**src/rtl/ps2_host_tx_if.sv**
```systemverilog
// Host-side PS/2 transmit bundle: command handshake, open-collector line
// enables, raw line levels and the completion/error pulses.
interface ps2_host_tx_if;
   logic [7:0] tx_data;
   logic       tx_valid;
   logic       tx_ready;
   logic       ps2_clk_in;
   logic       ps2_data_in;
   logic       ps2_clk_oe;
   logic       ps2_data_oe;
   logic       rx_inhibit;
   logic       tx_done;
   logic       tx_error;
   logic       err_nack;

   // Command source and the physical line side
   modport master (
      output tx_data, tx_valid, ps2_clk_in, ps2_data_in,
      input  tx_ready, ps2_clk_oe, ps2_data_oe, rx_inhibit,
             tx_done, tx_error, err_nack
   );

   // The transmitter itself
   modport slave (
      input  tx_data, tx_valid, ps2_clk_in, ps2_data_in,
      output tx_ready, ps2_clk_oe, ps2_data_oe, rx_inhibit,
             tx_done, tx_error, err_nack
   );
endinterface

```
**src/rtl/ps2_host_tx.sv**
```systemverilog
// Host-to-device PS/2 transmitter. Inhibits the bus, issues a
// request-to-send, then shifts one command byte (LSB first, odd parity,
// stop) out on device-generated clock falls and checks the device ack.
module ps2_host_tx #(
   parameter int INHIBIT_CYCLES = 10000,
   parameter int RTS_CYCLES     = 200,
   parameter int FILTER_LEN     = 8,
   parameter int TIMEOUT_CYCLES = 2000000
) (
   input logic          clk,
   input logic          rst,
   ps2_host_tx_if.slave bus
);

   localparam int MAXC = (TIMEOUT_CYCLES > INHIBIT_CYCLES)
                       ? ((TIMEOUT_CYCLES > RTS_CYCLES) ? TIMEOUT_CYCLES : RTS_CYCLES)
                       : ((INHIBIT_CYCLES > RTS_CYCLES) ? INHIBIT_CYCLES : RTS_CYCLES);
   localparam int TW = $clog2(MAXC + 1);
   localparam int FW = $clog2(FILTER_LEN + 1);

   localparam logic [TW-1:0] INH_LAST  = TW'(INHIBIT_CYCLES - 1);
   localparam logic [TW-1:0] RTS_LAST  = TW'(RTS_CYCLES - 1);
   localparam logic [TW-1:0] TO_LAST   = TW'(TIMEOUT_CYCLES - 1);
   localparam logic [FW-1:0] FILT_LAST = FW'(FILTER_LEN - 1);

   typedef enum logic [2:0] {
      IDLE, INHIBIT, RTS, SEND, WAIT_ACK, WAIT_IDLE
   } state_t;

   state_t        state_q, state_d;
   logic [TW-1:0] timer_q, timer_d;
   logic [3:0]    bitCnt_q, bitCnt_d;
   logic [7:0]    shift_q, shift_d;
   logic          parity_q, parity_d;
   logic          clkOe_q, clkOe_d;
   logic          dataOe_q, dataOe_d;
   logic          txReady_q, txReady_d;
   logic          txDone_q, txDone_d;
   logic          txError_q, txError_d;
   logic          errNack_q, errNack_d;

   logic [1:0]    clkSync_q, dataSync_q;
   logic [FW-1:0] clkFiltCnt_q, dataFiltCnt_q;
   logic          clkFilt_q, dataFilt_q, clkFiltPrev_q;
   logic          fallEdge;

   // Clock line: resynchronise, then only follow a new level once it has
   // been seen FILTER_LEN samples in a row so short glitches never count.
   always_ff @(posedge clk) begin
      if (!rst) begin
         clkSync_q     <= 2'b11;
         clkFilt_q     <= 1'b1;
         clkFiltPrev_q <= 1'b1;
         clkFiltCnt_q  <= '0;
      end else begin
         clkSync_q     <= {clkSync_q[0], bus.ps2_clk_in};
         clkFiltPrev_q <= clkFilt_q;
         if (clkSync_q[1] == clkFilt_q) begin
            clkFiltCnt_q <= '0;
         end else if (clkFiltCnt_q == FILT_LAST) begin
            clkFilt_q    <= clkSync_q[1];
            clkFiltCnt_q <= '0;
         end else begin
            clkFiltCnt_q <= clkFiltCnt_q + 1'b1;
         end
      end
   end

   // Data line gets the same synchroniser and persistence filter.
   always_ff @(posedge clk) begin
      if (!rst) begin
         dataSync_q    <= 2'b11;
         dataFilt_q    <= 1'b1;
         dataFiltCnt_q <= '0;
      end else begin
         dataSync_q <= {dataSync_q[0], bus.ps2_data_in};
         if (dataSync_q[1] == dataFilt_q) begin
            dataFiltCnt_q <= '0;
         end else if (dataFiltCnt_q == FILT_LAST) begin
            dataFilt_q    <= dataSync_q[1];
            dataFiltCnt_q <= '0;
         end else begin
            dataFiltCnt_q <= dataFiltCnt_q + 1'b1;
         end
      end
   end

   assign fallEdge = clkFiltPrev_q & ~clkFilt_q;

   // Frame sequencing: next state, line enables and result pulses.
   always_comb begin
      state_d   = state_q;
      timer_d   = timer_q;
      bitCnt_d  = bitCnt_q;
      shift_d   = shift_q;
      parity_d  = parity_q;
      clkOe_d   = clkOe_q;
      dataOe_d  = dataOe_q;
      txDone_d  = 1'b0;
      txError_d = 1'b0;
      errNack_d = errNack_q;
      case (state_q)
         IDLE: begin
            clkOe_d  = 1'b0;
            dataOe_d = 1'b0;
            timer_d  = '0;
            bitCnt_d = '0;
            if (bus.tx_valid && txReady_q) begin
               shift_d  = bus.tx_data;
               parity_d = ~^bus.tx_data;
               clkOe_d  = 1'b1;
               state_d  = INHIBIT;
            end
         end
         INHIBIT: begin
            if (timer_q == INH_LAST) begin
               timer_d  = '0;
               dataOe_d = 1'b1;
               state_d  = RTS;
            end else begin
               timer_d = timer_q + 1'b1;
            end
         end
         RTS: begin
            if (timer_q == RTS_LAST) begin
               timer_d  = '0;
               bitCnt_d = '0;
               clkOe_d  = 1'b0;
               state_d  = SEND;
            end else begin
               timer_d = timer_q + 1'b1;
            end
         end
         SEND, WAIT_ACK, WAIT_IDLE: begin
            if (timer_q == TO_LAST) begin
               timer_d   = '0;
               clkOe_d   = 1'b0;
               dataOe_d  = 1'b0;
               txError_d = 1'b1;
               errNack_d = 1'b0;
               state_d   = IDLE;
            end else begin
               timer_d = timer_q + 1'b1;
               if (state_q == SEND) begin
                  if (fallEdge) begin
                     bitCnt_d = bitCnt_q + 4'd1;
                     if (bitCnt_q < 4'd8) begin
                        dataOe_d = ~shift_q[bitCnt_q[2:0]];
                     end else if (bitCnt_q == 4'd8) begin
                        dataOe_d = ~parity_q;
                     end else begin
                        dataOe_d = 1'b0;
                        state_d  = WAIT_ACK;
                     end
                  end
               end else if (state_q == WAIT_ACK) begin
                  if (fallEdge) begin
                     if (!dataFilt_q) begin
                        state_d = WAIT_IDLE;
                     end else begin
                        txError_d = 1'b1;
                        errNack_d = 1'b1;
                        state_d   = IDLE;
                     end
                  end
               end else begin
                  if (clkFilt_q && dataFilt_q) begin
                     txDone_d = 1'b1;
                     state_d  = IDLE;
                  end
               end
            end
         end
         default: begin
            state_d = IDLE;
         end
      endcase
      txReady_d = (state_d == IDLE);
   end

   // State and output registers; reset drops both lines immediately.
   always_ff @(posedge clk) begin
      if (!rst) begin
         state_q   <= IDLE;
         timer_q   <= '0;
         bitCnt_q  <= '0;
         shift_q   <= '0;
         parity_q  <= 1'b0;
         clkOe_q   <= 1'b0;
         dataOe_q  <= 1'b0;
         txReady_q <= 1'b0;
         txDone_q  <= 1'b0;
         txError_q <= 1'b0;
         errNack_q <= 1'b0;
      end else begin
         state_q   <= state_d;
         timer_q   <= timer_d;
         bitCnt_q  <= bitCnt_d;
         shift_q   <= shift_d;
         parity_q  <= parity_d;
         clkOe_q   <= clkOe_d;
         dataOe_q  <= dataOe_d;
         txReady_q <= txReady_d;
         txDone_q  <= txDone_d;
         txError_q <= txError_d;
         errNack_q <= errNack_d;
      end
   end

   assign bus.tx_ready    = txReady_q;
   assign bus.ps2_clk_oe  = clkOe_q;
   assign bus.ps2_data_oe = dataOe_q;
   assign bus.rx_inhibit  = (state_q != IDLE);
   assign bus.tx_done     = txDone_q;
   assign bus.tx_error    = txError_q;
   assign bus.err_nack    = errNack_q;

endmodule
```
**src/flat_wrapper.sv**
```systemverilog
// flat-port wrapper written by rule: the top's interface ports become plain ports
module ps2_host_tx_flat 
#(
   parameter int INHIBIT_CYCLES = 10000,
   parameter int RTS_CYCLES     = 200,
   parameter int FILTER_LEN     = 8,
   parameter int TIMEOUT_CYCLES = 2000000
)
  (clk, rst, bus_tx_data, bus_tx_valid, bus_ps2_clk_in, bus_ps2_data_in, bus_tx_ready, bus_ps2_clk_oe, bus_ps2_data_oe, bus_rx_inhibit, bus_tx_done, bus_tx_error, bus_err_nack);
  ps2_host_tx_if bus_i ();
  input logic clk;
  input logic rst;
  input wire logic [$bits(bus_i.tx_data)-1:0] bus_tx_data;
  input wire logic [$bits(bus_i.tx_valid)-1:0] bus_tx_valid;
  input wire logic [$bits(bus_i.ps2_clk_in)-1:0] bus_ps2_clk_in;
  input wire logic [$bits(bus_i.ps2_data_in)-1:0] bus_ps2_data_in;
  output wire logic [$bits(bus_i.tx_ready)-1:0] bus_tx_ready;
  output wire logic [$bits(bus_i.ps2_clk_oe)-1:0] bus_ps2_clk_oe;
  output wire logic [$bits(bus_i.ps2_data_oe)-1:0] bus_ps2_data_oe;
  output wire logic [$bits(bus_i.rx_inhibit)-1:0] bus_rx_inhibit;
  output wire logic [$bits(bus_i.tx_done)-1:0] bus_tx_done;
  output wire logic [$bits(bus_i.tx_error)-1:0] bus_tx_error;
  output wire logic [$bits(bus_i.err_nack)-1:0] bus_err_nack;
  assign bus_i.tx_data = bus_tx_data;
  assign bus_i.tx_valid = bus_tx_valid;
  assign bus_i.ps2_clk_in = bus_ps2_clk_in;
  assign bus_i.ps2_data_in = bus_ps2_data_in;
  assign bus_tx_ready = bus_i.tx_ready;
  assign bus_ps2_clk_oe = bus_i.ps2_clk_oe;
  assign bus_ps2_data_oe = bus_i.ps2_data_oe;
  assign bus_rx_inhibit = bus_i.rx_inhibit;
  assign bus_tx_done = bus_i.tx_done;
  assign bus_tx_error = bus_i.tx_error;
  assign bus_err_nack = bus_i.err_nack;
  ps2_host_tx #(.INHIBIT_CYCLES(INHIBIT_CYCLES), .RTS_CYCLES(RTS_CYCLES), .FILTER_LEN(FILTER_LEN), .TIMEOUT_CYCLES(TIMEOUT_CYCLES)) u_core (.clk(clk), .rst(rst), .bus(bus_i));
endmodule
```
**config.mk**
```make
export PLATFORM = sky130hd
export DESIGN_NAME = ps2_host_tx_flat
export DESIGN_NICKNAME = d
export VERILOG_FILES = /design/src/rtl/ps2_host_tx_if.sv /design/src/rtl/ps2_host_tx.sv /design/src/flat_wrapper.sv
export SDC_FILE = /design/constraint.sdc
export NUM_CORES = 1
export LEC_CHECK = 0
export CORE_ASPECT_RATIO = 0.7
export CORE_MARGIN = 1
export CORE_UTILIZATION = 45
export DETAILED_ROUTE_END_ITERATION = 10
export SLEW_MARGIN = 20
export SYNTH_ARGS = -nofsm -noshare
export SYNTH_HDL_FRONTEND = slang
export SYNTH_SLANG_ARGS = --single-unit
```
**constraint.sdc**
```tcl
create_clock -name clk -period 6.75 [get_ports clk]
set_input_delay 0.675 -clock clk [delete_from_list [all_inputs] [get_ports clk]]
set_output_delay 0.675 -clock clk [all_outputs]
set_load 0.03 [all_outputs]
```
==> summary.md <==
| Metric | Value |
|---|---|
| Area post-placement | 3246 sq um |
| Clk slew on worst S/H paths | about 0.060 ns |
| Fmax | between 300 and 400 MHz |
| Antenna Diode Count | 0 |
| Pwr Total | ~0.68 mW |
| EDFF count, synth | 0 |
| ANT nets after route | 0 |
| CP delay by family, top | buffers and inverters |
| Cell Rows | 24 |
| Vias in the first global route | 2364 |
| Highest-count cells in the layout ignoring fill and taps | dfxtp_1, nand2_1, a21oi_1 |
| Max VDD drop | about 0.13 mV |
| Net Sw Power | about 0.16 mW |
| Vias | between 2000 and 3000 |
| GP Congestion | approximately 0.82 |
| Max Transition Viols Final | 0 |
| CTS tree | built |
| Area growth from synthesis to layout | 13.14% |
| Post-route cell area | ~3400 sq um |
| Initial antenna violation count | 0 |
| GRT Residual Overflow | 0 |
| Period utilization | a little under half |
| Hold_buf cts | 0 |
| Syn Area/Cell | 8.267 sq um |
| Mapped Area | 3009 sq um |
| Worst path max stage delay | roughly 0.84 ns |
| Fin cells | approximately 470 |
| Final WS setup | approximately 3.7 ns |
| Largest net degree at the start of global routing | 38 |
| Power per cell area | 199.0 nW/um^2 |
| Routed WL | 6.829 mm |
| Initial Util | between 40 and 50% |
| RSZ-0062 raised after global routing | false |
| Crit-path cells | clkdlybuf4s50_1 -> clkinv_1 -> nor2_1 -> o21ai_0 -> a31oi_2 -> buf_4 -> a41oi_1 -> a31oi_1 |
| Cells after synthesis | roughly 360 |
| Slew @ Worst Pin | roughly 0.66 ns |
| Pre-CTS setup slack | between 3 and 4 ns |
| Seq cells post-synth | slightly below 60 |
| 1st-iter DRT viols | between 200 and 250 |
| Dpl cells | between 400 and 500 |
| Max_cap viols | 0 |
| Global-route wire length before repair | roughly 11 mm |
| Die Area | about 7000 sq um |
| Critical Path Sink Type | flop |
| Worst endpoint required time | around 7 ns |
| Internal Power | 0.5190 mW |
| Clock sink total | a little under 60 |
| Register area share after synthesis | between 30 and 40% |
| # IOs | 20 |
| CTS max path bufs | 2 |
| Total GRT Usage | around 22% |
| Resized Gates After CTS | 0 |
| Synth top area share | about two fifths |
| Slew headroom | roughly 56% |
| Synthesized net count | 387 |
| Top FF cell, synth | dfxtp_1 |
| Final setup TNS | 0 ns |
| Fin Hold WS | ~0.42 ns |
| Sw Ratio | 23.40% |
| Hold WC Path Type | reg2reg |
| Unique cell type count in the Yosys netlist | 55 |
| # DRC | 0 |
| Critical Path Fanout Max | 37 |
| H-Tree Depth | 3 |
| Worst Path Buf+Inv | 3 |
| Via density per instance | 5.533 |
| Die Y | approximately 70 um |
| Post-Route Utilization | a little over half |
| WP data arrival | about 3.3 ns |
| Power share of the clock group | between 40% and 50% |
| Critical path class | in2reg |
| Worst Setup Start Kind | input pin |
| Postcts setup bufs | 0 |
| Most common cell after layout, fill and taps aside | dfxtp_1 |
| Area occupied by multi-input gates | 1728 sq um |
| Final setup fails | 0 |
| Core area | ~6300 sq um |
| Leak Pwr | around 1.2 nW |
| DPL Wire Length | ~4.7 mm |
| Synth warn | 0 |
| Flip-flop and latch area | approximately 1200 sq um |
| Num CTS Buffers | 9 |
| Fin Clk Skew | approximately 0.009 ns |
| Chip width | 99.74 um |
| Clk_lat worst skew | around 0.35 ns |
| WL/cell | 14.50 um |
| Fill cells | about 640 |
| Logic gate share of total power | between 7 and 8% |
| Nets | between 400 and 500 |
| Final hold vios | 0 |
| Part of the power in registers | roughly 52% |
| Share of cells above drive strength 1 | under 10% |
| Port bufs | 19 |
| Pre-antenna DRT Iters | 5 |
| Synth top area cells | dfxtp_1, nand2_1, a21oi_1 |
| Critical-path cell with the highest stage delay | clkdlybuf4s50_1 |
| Status | completed |
| Root Buffer | clkbuf_8 |
| Async SR Flop Fraction | 0% |
| Post-route minimum period | 3.055 ns |
| Largest area contributor in the synthesized netlist | dfxtp_1 |
per-layer routing:
layer / global-route usage (%) / part of all wire, % / routed length, um / vias up
li1: - / - / - / 1346
met1: 30.75 / 53 / 3604 / 1195
met2: 29.20 / 40 / 2745 / 58
met3: 7.207 / 5.7 / 392 / 7
met4: 9.804 / 1.3 / 87 / 0
met5: 0 / 0 / 0 / -
area by class of cell:
type,instances,share of cell area (%)
clock buffers,13,4.667
inverters,12,1.323
well taps,91,3.344
multi-input cells,277,50.75
repair buffers,20,5.807
flip-flops and latches,58,34.10
power by group through the flow:
stage	Clock (mW)	Sequential, mW	Combinational (mW)
after global placement	0	0.361	0.0483
final	0.275	0.354	0.0485
after global routing	0.299	0.355	0.0537
after CTS	0.287	0.354	0.0487
after floorplan	0	0.362	0.0289
after detailed placement	0	0.361	0.0485
sequential cells by signal (all words and copies together) (netlist names), 2 cells and up:
name                  cells
u_core.state_q            3
u_core.bitCnt_q           4
u_core.timer_q           21
u_core.dataSync_q         2
u_core.shift_q            8
u_core.clkFiltCnt_q       4
u_core.clkSync_q          2
u_core.dataFiltCnt_q      4
path summary, 6_finish.rpt:
kind	from	end	slack, ns	cells after the start
max	rst	u_core.timer_q[5]$_SDFFE_PN0P_	3.70	8
min	u_core.clkSync_q[0]$_SDFF_PN1_	u_core.clkSync_q[1]$_SDFF_PN1_	0.42	1
max reg2reg	u_core.timer_q[1]$_SDFFE_PN0P_	u_core.timer_q[19]$_SDFFE_PN0P_	3.97	8
min reg2reg	u_core.clkSync_q[0]$_SDFF_PN1_	u_core.clkSync_q[1]$_SDFF_PN1_	0.42	1
cell usage after synthesis, drive strengths merged, types with 4 or more instances:
cell    count
ha         10
a31oi      18
xnor2       8
nor4        5
dfxtp      58
buf         4
clkbuf     13
or4         5
or3         7
inv        11
o21ai      16
and3        5
nand2b     14
nand2      45
nand3      16
nand4       9
a21oi      33
xor2        6
and2        5
nor3        8
nor2       24
cells by family (layout without fill, tap and decap cells):
logic type                 Yosys count  after routing  share of synthesized area, %
AOI/OAI and AO/OA                   90             90                         18.71
buffers and inverters               29             45                         3.992
DFF                                 58             58                         38.59
adders and majority gates           10             10                         4.158
muxes                                6              6                         2.869
and+or+nand+nor                    157            157                         27.61
xor gates and xnor gates            14             14                         4.075
No activity file was read; power rests on OpenSTA's default activity.
